`src/rtl/cpu_pkg.sv`:
```
// Shared definitions for the mini CPU and its program loader.
// Memory geometry constants and the loader FSM state encoding.
package cpu_pkg;

    localparam int unsigned ADDR_W = 8;
    localparam int unsigned DATA_W = 8;

    typedef enum logic [2:0] {
        LdIdle,
        LdLen,
        LdData,
        LdCsum,
        LdDone,
        LdErr
    } ld_state_e;

endpackage

```
`src/rtl/prog_loader.sv`:
```
// Framed byte-stream loader (length, program bytes, XOR checksum) for instruction memory.
// Holds the CPU in reset until a frame with a matching checksum has been written.
module prog_loader #(
    parameter int unsigned ADDR_W = cpu_pkg::ADDR_W,
    parameter int unsigned DATA_W = cpu_pkg::DATA_W
) (
    input  logic              clk,
    input  logic              reset_n,
    input  logic              start,
    input  logic              in_valid,
    input  logic [DATA_W-1:0] in_data,
    output logic              in_ready,
    output logic              imem_we,
    output logic [ADDR_W-1:0] imem_addr,
    output logic [DATA_W-1:0] imem_wdata,
    output logic              cpu_reset,
    output logic              busy,
    output logic              done,
    output logic              err
);
    import cpu_pkg::*;

    ld_state_e         state_q, state_d;
    logic [DATA_W-1:0] len_q, len_d;
    logic [ADDR_W-1:0] addr_q, addr_d;
    logic [DATA_W-1:0] csum_q, csum_d;

    logic              in_ready_q, in_ready_d;
    logic              busy_q, busy_d;
    logic              done_q, done_d;
    logic              err_q, err_d;
    logic              cpu_reset_q, cpu_reset_d;
    logic              we_q, we_d;
    logic [ADDR_W-1:0] waddr_q, waddr_d;
    logic [DATA_W-1:0] wdata_q, wdata_d;

    logic accept;
    logic last_byte;

    assign accept    = in_valid && in_ready_q;
    assign last_byte = (32'(addr_q) + 32'd1) == 32'(len_q);

    always_comb begin
        state_d = state_q;
        len_d   = len_q;
        addr_d  = addr_q;
        csum_d  = csum_q;
        we_d    = 1'b0;
        waddr_d = waddr_q;
        wdata_d = wdata_q;

        case (state_q)
            LdIdle, LdDone, LdErr: begin
                if (start) begin
                    state_d = LdLen;
                end
            end
            LdLen: begin
                if (accept) begin
                    len_d = in_data;
                    if (in_data == '0) begin
                        state_d = LdErr;
                    end else begin
                        addr_d  = '0;
                        csum_d  = '0;
                        state_d = LdData;
                    end
                end
            end
            LdData: begin
                if (accept) begin
                    // Write is issued from registers, one cycle after acceptance.
                    we_d    = 1'b1;
                    waddr_d = addr_q;
                    wdata_d = in_data;
                    csum_d  = csum_q ^ in_data;
                    addr_d  = addr_q + 1'b1;
                    if (last_byte) begin
                        state_d = LdCsum;
                    end
                end
            end
            LdCsum: begin
                if (accept) begin
                    state_d = (in_data == csum_q) ? LdDone : LdErr;
                end
            end
            default: state_d = LdIdle;
        endcase

        // Status outputs follow the next state so they are registered with it.
        in_ready_d  = (state_d == LdLen) || (state_d == LdData) || (state_d == LdCsum);
        busy_d      = in_ready_d;
        done_d      = (state_d == LdDone);
        err_d       = (state_d == LdErr);
        cpu_reset_d = (state_d != LdDone);
    end

    always_ff @(posedge clk or negedge reset_n) begin
        if (!reset_n) begin
            state_q     <= LdIdle;
            len_q       <= '0;
            addr_q      <= '0;
            csum_q      <= '0;
            in_ready_q  <= 1'b0;
            busy_q      <= 1'b0;
            done_q      <= 1'b0;
            err_q       <= 1'b0;
            cpu_reset_q <= 1'b1;
            we_q        <= 1'b0;
            waddr_q     <= '0;
            wdata_q     <= '0;
        end else begin
            state_q     <= state_d;
            len_q       <= len_d;
            addr_q      <= addr_d;
            csum_q      <= csum_d;
            in_ready_q  <= in_ready_d;
            busy_q      <= busy_d;
            done_q      <= done_d;
            err_q       <= err_d;
            cpu_reset_q <= cpu_reset_d;
            we_q        <= we_d;
            waddr_q     <= waddr_d;
            wdata_q     <= wdata_d;
        end
    end

    assign in_ready   = in_ready_q;
    assign busy       = busy_q;
    assign done       = done_q;
    assign err        = err_q;
    assign cpu_reset  = cpu_reset_q;
    assign imem_we    = we_q;
    assign imem_addr  = waddr_q;
    assign imem_wdata = wdata_q;

endmodule
```
`config.mk`:
```
export PLATFORM = sky130hd
export DESIGN_NAME = prog_loader
export DESIGN_NICKNAME = d
export VERILOG_FILES = /design/src/rtl/cpu_pkg.sv /design/src/rtl/prog_loader.sv
export SDC_FILE = /design/constraint.sdc
export NUM_CORES = 1
export LEC_CHECK = 0
export ABC_AREA = 0
export CAP_MARGIN = 20
export CORE_UTILIZATION = 57
export DETAILED_ROUTE_END_ITERATION = 8
export PLACE_DENSITY = 0.91
export SETUP_SLACK_MARGIN = 0.05
export SLEW_MARGIN = 20
export SYNTH_ARGS = -nofsm -noshare
export SYNTH_HDL_FRONTEND = slang
export SYNTH_SLANG_ARGS = --single-unit
```
`constraint.sdc`:
```
create_clock -name clk -period 2.7 [get_ports clk]
set_input_delay 0.675 -clock clk [delete_from_list [all_inputs] [get_ports clk]]
set_output_delay 0.675 -clock clk [all_outputs]
set_load 0.02 [all_outputs]
```
Word level (Yosys, flattened, before mapping) --
Index checks and enable logic that the tools add are counted.
Word-level totals: flip-flop bits (word level) 48, bits of input ports 12, output and inout bits 22
Cells by class: add/sub/neg operators 2, equal/unequal tests 16, muxes and demuxes 16, bitwise operators 1, reductions and logical operators 10
Operators with widths (count):
- 2-to-1 mux 8 bit | 4
- case mux 8 bit (2 select lines) | 2
- 2-to-1 mux 3 bit | 6
- equality test 3 x 2 -> 1 bit, second input constant | 4
- equality test 3 bit, second input constant | 4
- case mux 3 bit (4 select lines) | 1
- adder 8 x 1 -> 9 bit, second input constant | 1
- equality test 9 x 8 -> 1 bit | 1
- adder 8 x 1 -> 8 bit, second input constant | 1
- equality test 8 bit | 1
- logical NOT 8 bit | 1
- XOR 8 bit | 1
- equality test 3 x 1 -> 1 bit, second input constant | 2
- inequality test 2 bit, second input constant | 3
- AND reduction 2 bit | 2
- AND reduction 4 bit | 1
- logical NOT 3 bit | 1
- 2-to-1 mux 1 bit | 3
- inequality test 3 bit, second input constant | 1
- OR reduction 3 bit | 1
- logical OR 1 bit | 2
- nonzero test 2 bit | 1
- logical AND 1 bit | 1

Depth between registers and ports, before layout --
Gate-level depths: netlist of run 1.
word-level depth 8, depth in mapped cells 8, depth with buffers taken out 6

Worst setup path before layout of run 1 --
Ideal clock, no wire load.
path type in2reg, from input in_valid, to register addr_q[3], data arrival time 1659 ps, path slack 911 ps, stages on the path 6, path through nand4b_1 -> nor2_2 -> a21oi_2 -> buf_2 -> o21ai_0 -> o31ai_1
On the way: word-level cells in the longest chain between the ends 3, elaborated cells between the ends (all ways) 4, those cells by class eq/ne: 2; reduce/logical: 2
Ends and longest elaborated chain:
- start, declared | RTL line prog_loader.sv:10 | input logic in_valid,
- logical AND 1 bit (*) | RTL line prog_loader.sv:40 | assign accept = in_valid && in_ready_q;
- inequality test 2 bit (no line)
- AND reduction 4 bit (no line) (*)
- end signal, assigned | RTL line prog_loader.sv:116 | addr_q <= addr_d;
- end, declared | RTL line prog_loader.sv:25 | logic [ADDR_W-1:0] addr_q, addr_d;
Every way passes the cells marked *; elsewhere a longest branch is shown, timed or not. A chain may end at the register's enable or synchronous reset.

Worst setup path after layout of run 1 --
from input in_data[1], to register addr_q[3]
On the way: word-level cells in the longest chain between the ends 3
Ends and longest elaborated chain:
- start, declared | RTL line prog_loader.sv:11 | input logic [DATA_W-1:0] in_data,
- logical NOT 8 bit | RTL line prog_loader.sv:61 | if (in_data == '0) begin
- inequality test 2 bit (no line)
- AND reduction 4 bit (no line)
No other way between the ends.

==> results.py, run 1 <==
metrics = {
    "die": {
        "die_height_um": 65.30,
        "num_io_pins": 34,
        "die_w_um": 65.30,
        "fp.coreArea_mm2": 0.003744,
        "dieArea_mm2": 0.004263,
        "rows": 22,
        "initial_core_util_pct": 61.00,
    },
    "sta": {
        "worst_hold_slack_ns": 0.3443,
        "worst_clock_skew_ns": 0.01669,
        "slew_violations": 0,
        "max_freq_mhz": 456.4,
        "fin_crit_sh_pct": 81.15,
        "hold_viol": 0,
        "rsz0062_at_grt": "no",
        "finalSetupTns_ns": 0,
        "setup_violations": 0,
        "period_needed_ns": 2.191,
        "slew_headroom_pct": 63.10,
        "worstMarginPinSlew_ns": 0.5535,
    },
    "global_routing": {
        "grt_max_degree": 27,
        "grt_remaining_overflow": 0,
        "grt_usage_pct": 24.78,
        "first_global_vias": 1753,
        "antenna_found_initial": 0,
        "grt_pass1_wl_um": 7900,
    },
    "critical_path": {
        "critical_path_arrival_ns": 2.39,
        "path_max_fanout": 7,
        "crit_chain": "clkdlybuf4s50_1 > nor4_1 > nand2_1 > a21oi_2 > buf_4 > o21ai_0 > o31ai_1",
        "critPathSlowestCell": "clkdlybuf4s50_1",
        "critical-path-top-delay-family": "buffers and inverters",
        "end_kind": "flip-flop",
        "path_class": "input port to flip-flop",
        "crit_required_ns": 2.90,
        "critPathBufInv": 2,
        "slowest_delay_ns": 0.50,
        "start_kind": "input port",
    },
    "routing": {
        "routed_wl_um": 4693,
        "drcViolationCount": 0,
        "drt_iter0_drc": 136,
        "avgRoutedWirePerCell_um": 14.48,
        "vias_per_cell": 5.642,
        "final_antenna_net_count": 0,
        "dr.pass1.iters": 4,
        "route.vias.total": 1828,
    },
    "run_status": {
        "outcome": "complete, no violations",
    },
    "pwr": {
        "leakage_nw": 1.309,
        "power_density_mw_per_mm2": 980.0,
        "vdd_ir_drop_max_uv": 741.6,
    },
    "place": {
        "gp_congestion": 0.9037,
        "port_buffers": 33,
        "placed_area_mm2": 0.002669,
        "hpwl_um": 3365,
    },
    "cells_and_area": {
        "final_cell_mix": "59 x nand2_1, 47 x dfrtp_1, 32 x clkdlybuf4s50_1, 25 x o21ai_0, 19 x nor2_1",
        "final_common_cell": "nand2_1",
        "antennaDiodeCount": 0,
        "syn_to_final_growth_pct": 22.19,
        "final_cell_area_mm2": 0.002790,
        "final_layout_size_suffix_gt1_share_pct": 11.59,
        "fin_nets": 288,
    },
    "clock_tree": {
        "cts_buffer_depth": 2,
        "cts_tree": "yes",
        "post_cts_resized": 0,
        "cts-htree-levels": 2,
        "cts_made_buffers": 5,
        "root_buffer": "clkbuf_8",
        "clock_latency_ns": 0.31,
        "post-cts-setup-buffers": 0,
        "postCtsHoldBufs": 0,
        "clock-sinks": 48,
        "clkTransAtPathRegs_ns": 0.10,
    },
    "yosys": {
        "yosys.area.top_type": "dfrtp_1",
        "synth.distinct_cells": 42,
        "synth_top_area_share_pct": 51.51,
        "syn_nets": 252,
        "ys_top_cells_by_area": "dfrtp_1 52%, nand2_1 9.7%, o21ai_0 5.5%",
        "synth_seq_area_share_pct": 52.66,
        "synth_area_mm2": 0.002283,
        "syn_inst": 239,
        "yosys_register_bits": 48,
        "avgSynthCellArea_um2": 9.554,
        "synth_warnings": 0,
    },
    "hold_path": {
        "hp-class": "input port to asynchronous set/reset pin",
    },
    "flow_run": {
        "max_cap_violations": 0,
    },
}
[per-stage QoR]
stage / util (%) / instances / worst slack, ns / total power, W
3_5_place_dp: 71.29 / 316 / 0.2318 / 0.002192
2_1_floorplan: - / 239 / 0.9112 / 0.001788
4_1_cts: 74.53 / 324 / 0.5483 / 0.002747
6_report: 74.53 / 324 / 0.5089 / 0.002734
3_3_place_gp: 71.29 / 316 / 0.2671 / 0.002137
5_1_grt: 74.53 / 324 / 0.3747 / 0.002910
[layout make-up]
class | count | area [um^2]
flip-flops and latches | 48 | 1202
multi-input cells | 176 | 1010
fillers | 292 | 953.4
repair buffers | 41 | 385.4
clock buffers | 6 | 82.58
well taps | 48 | 60.06
clock inverters | 2 | 38.79
inverters | 3 | 11.26
[power by group]
| group | internal [W] | total (W) | switching (W) |
|---|---|---|---|
| sequential | 0.000946 | 0.00115 | 0.000207 |
| combinational | 0.000485 | 0.00103 | 0.000548 |
| clock | 0.000303 | 0.000548 | 0.000246 |
| total | 0.00173 | 0.00273 | 0.00100 |
[layer usage]
metal / vias up / GRT usage (%) / wire length [um]
met5: - / 0 / 0
met1: 880 / 32.13 / 2051
li1: 879 / - / -
met3: 9 / 6.076 / 251
met2: 60 / 40.59 / 2330
met4: 0 / 8.424 / 60
[final timing paths]
kind                                           from                  endpoint  slack, ns  cells past startpoint
min reg2reg                imem_addr[3]$_DFFE_PN0P_  imem_addr[3]$_DFFE_PN0P_       0.47                      2
min in group clk           imem_addr[3]$_DFFE_PN0P_  imem_addr[3]$_DFFE_PN0P_       0.47                      2
max reg2reg                    state_q[1]$_DFF_PN0_     csum_q[7]$_DFFE_PN0P_       0.90                      6
max in group asynchronous                   reset_n     addr_q[3]$_DFFE_PN0P_       1.77                      2
max                                      in_data[1]     addr_q[3]$_DFFE_PN0P_       0.51                      7
min                                         reset_n      len_q[4]$_DFFE_PN0P_       0.34                      1
[synthesized netlist by cell type]
| cell type | number |
|---|---|
| nand3b_1 | 1 |
| o31ai_1 | 2 |
| o21ai_0 | 25 |
| o31ai_2 | 1 |
| nand4b_1 | 1 |
| nor3_1 | 1 |
| nand3_2 | 1 |
| nand3_1 | 4 |
| buf_4 | 2 |
| a22oi_1 | 1 |
| a21oi_1 | 2 |
| dfstp_2 | 1 |
| clkbuf_1 | 4 |
| xor2_1 | 13 |
| a21o_1 | 1 |
| mux2_2 | 7 |
| a21oi_2 | 1 |
| a311oi_1 | 1 |
| a211oi_1 | 1 |
| o21ai_1 | 2 |
| ha_1 | 1 |
| nor4_1 | 3 |
| nor3b_2 | 1 |
| o22ai_1 | 1 |
| dfrtp_1 | 47 |
| nand2_1 | 59 |
| mux2i_1 | 2 |
| nor2_2 | 1 |
| nor2_1 | 19 |
| nor3b_1 | 1 |
| xnor2_1 | 5 |
| o21a_1 | 1 |
| a22o_1 | 2 |
| inv_1 | 3 |
| maj3_1 | 1 |
| buf_2 | 6 |
| a2111oi_2 | 1 |
| or2b_1 | 1 |
| and3_1 | 6 |
| a31oi_1 | 2 |
| nand2b_1 | 3 |
| or2_2 | 1 |
[logic make-up (layout without fill, tap and decap cells)]
| kind of cell | after synthesis | after routing | share of synthesized area [%] |
|---|---|---|---|
| AOI/OAI and AO/OA | 44 | 44 | 11.89 |
| xor gates and xnor gates | 18 | 18 | 6.904 |
| adders and majority gates | 2 | 2 | 0.9862 |
| buffers and inverters | 15 | 52 | 3.123 |
| DFF | 48 | 48 | 52.66 |
| muxes | 9 | 9 | 4.329 |
| and+or+nand+nor | 103 | 103 | 20.11 |
[registers in the layout, summed over array words and instances (netlist names)]
register / flops
busy: 1
imem_addr: 8
cpu_reset: 1
imem_wdata: 8
len_q: 8
addr_q: 8
imem_we: 1
done: 1
csum_q: 8
err: 1
state_q: 3
(Power assumes the default switching activity.)
==> run 2, diff against run 1 <==
--- a/config.mk
+++ b/config.mk
@@ -7,9 +7,9 @@
 export LEC_CHECK = 0
 export ABC_AREA = 0
 export CAP_MARGIN = 20
-export CORE_UTILIZATION = 57
+export CORE_UTILIZATION = 48
 export DETAILED_ROUTE_END_ITERATION = 8
-export PLACE_DENSITY = 0.91
+export PLACE_DENSITY = 0.83
 export SETUP_SLACK_MARGIN = 0.05
 export SLEW_MARGIN = 20
 export SYNTH_ARGS = -nofsm -noshare
==> constraint.sdc (replaced) <==
create_clock -name clk -period 1.9 [get_ports clk]
set_input_delay 0.475 -clock clk [delete_from_list [all_inputs] [get_ports clk]]
set_output_delay 0.475 -clock clk [all_outputs]
set_load 0.02 [all_outputs]
==> results.py, run 2 (synthesis results as in run 1) <==
metrics = {
    "run_status": {
        "outcome": "finished, violations left",
        "violations": "design-rule violations",
    },
    "cells_and_area": {
        "fill_cells": 349,
        "syn_to_final_growth_pct": 33.10,
        "final_cell_area_mm2": 0.003039,
        "antennaDiodeCount": 0,
        "multiInputGateArea_mm2": 0.001071,
        "final_common_cell": "nand2_1",
        "final_layout_size_suffix_gt1_share_pct": 21.21,
        "fin_util_pct": 67.93,
        "finalNonFillerCells": 349,
        "fin_nets": 309,
        "regArea_mm2": 0.001204,
        "final_cell_mix": "58 x nand2_1, 46 x dfrtp_1, 27 x buf_4, 25 x o21ai_0, 22 x clkdlybuf4s50_1",
    },
    "place": {
        "gp_congestion": 0.8143,
        "place_inst": 339,
        "port_buffers": 33,
        "hpwl_um": 3462,
        "place_ws_ns": -0.4407,
        "placed_area_mm2": 0.002829,
    },
    "critical_path": {
        "path_class": "input port to flip-flop",
        "r2r_setup_slack_ns": 0.22,
        "critPathBufInv": 3,
        "critical_path_arrival_ns": 1.94,
        "critical-path-top-delay-family": "buffers and inverters",
        "end_kind": "flip-flop",
        "path_max_fanout": 4,
        "slowest_delay_ns": 0.32,
        "crit_chain": "dlygate4sd2_1 > buf_4 > xor2_1 > nor4_2 > a31oi_2 > nor2_2 > buf_4 > o31ai_2",
        "r2r-end": "state_q[0]$_DFF_PN0_",
        "r2r_start": "addr_q[0]$_DFFE_PN0P_",
        "start_kind": "input port",
        "crit_required_ns": 2.08,
        "critPathSlowestCell": "nor4_2",
        "cp_common_cell": "buf_4",
        "reg2regPathDepth": 5,
    },
    "die": {
        "num_io_pins": 34,
        "initial_core_util_pct": 51.03,
        "dieArea_mm2": 0.005037,
        "die_w_um": 70.97,
        "rows": 24,
        "die_height_um": 70.97,
        "fp.coreArea_mm2": 0.004474,
    },
    "pwr": {
        "p_clk_share_pct": 19.5,
        "vdd_ir_drop_max_uv": 711.9,
        "power_density_mw_per_mm2": 1337,
        "leakage_nw": 1.465,
        "sequentialPowerShare_pct": 39.9,
        "intPower_w": 0.002615,
        "comb_power_share_pct": 40.5,
        "switching_power_w": 0.001450,
        "p_sw_share_pct": 35.66,
    },
    "routing": {
        "dr.pass1.iters": 6,
        "met3_length_um": 147,
        "route.vias.total": 1817,
        "drt_iter0_drc": 82,
        "final_antenna_net_count": 0,
        "vias_per_cell": 5.206,
        "drcViolationCount": 4,
        "avgRoutedWirePerCell_um": 14.09,
        "routed_wl_um": 4917,
        "wl_met2_um": 2405,
        "wirelength_met1_um": 2289,
        "top_layer": "met4",
    },
    "global_routing": {
        "grt_usage_pct": 21.76,
        "grt_pass1_wl_um": 8307,
        "antenna_found_initial": 0,
        "grt_remaining_overflow": 0,
        "first_global_vias": 1779,
        "grt_max_degree": 30,
    },
    "clock_tree": {
        "cts_made_buffers": 5,
        "cts-htree-levels": 2,
        "clock_latency_ns": 0.31,
        "cts_tree": "yes",
        "root_buffer": "clkbuf_8",
        "clock-sinks": 48,
        "clkTransAtPathRegs_ns": 0.08,
        "postCtsHoldBufs": 0,
        "cts_buffer_depth": 2,
    },
    "sta": {
        "hold_viol": 0,
        "rsz0062_at_grt": "yes",
        "fin_crit_sh_pct": 92.35,
        "worst_slack_ns": 0.1453,
        "slew_violations": 0,
        "period_needed_ns": 1.755,
        "worst_clock_skew_ns": 0.008488,
        "slew_headroom_pct": 68.55,
        "worstMarginPinSlew_ns": 0.4717,
        "max_freq_mhz": 569.9,
        "setup_violations": 0,
    },
    "flow_run": {
        "max_cap_violations": 0,
    },
    "hold_path": {
        "hp-class": "input port to asynchronous set/reset pin",
    },
}
==> run 2: power groups by stage <==
stage | sequential, W | combinational (W) | clock [W]
final | 0.00162 | 0.00165 | 0.000794
after global routing | 0.00167 | 0.00181 | 0.000845
after CTS | 0.00162 | 0.00163 | 0.000816
after detailed placement | 0.00164 | 0.00159 | 0
after global placement | 0.00162 | 0.00153 | 0
after floorplan | 0.00173 | 0.000813 | 0
==> run 2: stage by stage <==
| step | hold slack [ns] | power (W) | setup TNS, ns |
|---|---|---|---|
| final | 0.1144 | 0.004065 | 0 |
| after CTS | 0.1191 | 0.004065 | 0 |
| after global routing | 0.1461 | 0.004321 | 0 |
| after floorplan | 0.1794 | 0.002540 | 0 |
| after global placement | 0.4545 | 0.003155 | -6.085 |
| after detailed placement | 0.4549 | 0.003227 | -7.642 |
==> run 2: what timing repair did <==
| action | in CTS | in global routing |
|---|---|---|
| setup endpoints to repair | 19 | 18 |
| gates resized for setup | 13 | 10 |
| pin swaps | 5 | 6 |
| setup buffers | 2 | 0 |
==> run 2: worst reg2reg max path, stage by stage, from the launching register on <==
cell and delay [ns]:
dfrtp_2 0.46, ha_1 0.34, xor2_1 0.18, a2111oi_2 0.31, nand2_1 0.11, o31ai_2 0.20
==> run 2: worst max path at each step <==
stage               cells after the start                    end      startpoint  slack (ns)
floorplan                               6  addr_q[3]$_DFFE_PN0P_  busy$_DFF_PN0_        0.23
global placement                        8   state_q[0]$_DFF_PN0_      in_data[3]       -0.34
detailed placement                      7  csum_q[6]$_DFFE_PN0P_      in_data[0]       -0.44
CTS                                     7  csum_q[6]$_DFFE_PN0P_      in_data[0]        0.07
global route                            7  csum_q[7]$_DFFE_PN0P_        in_valid        0.05
finish                                  8   state_q[0]$_DFF_PN0_      in_data[7]        0.15
==> run 2: final cells by class <==
class                      count  area share, %
timing repair buffer          62          18.49
tap                           52          2.141
clock buffer                   7          3.170
inverter                       3         0.3705
clock inverter                 1         0.9881
multi-input combinational    176          35.24
sequential                    48          39.60
==> run 2: routing by layer <==
metal  vias up  track usage (%)
met5         -                0
met4         0            8.000
met3         5            4.274
met2        28            36.54
met1       871            28.15
li1        913                -
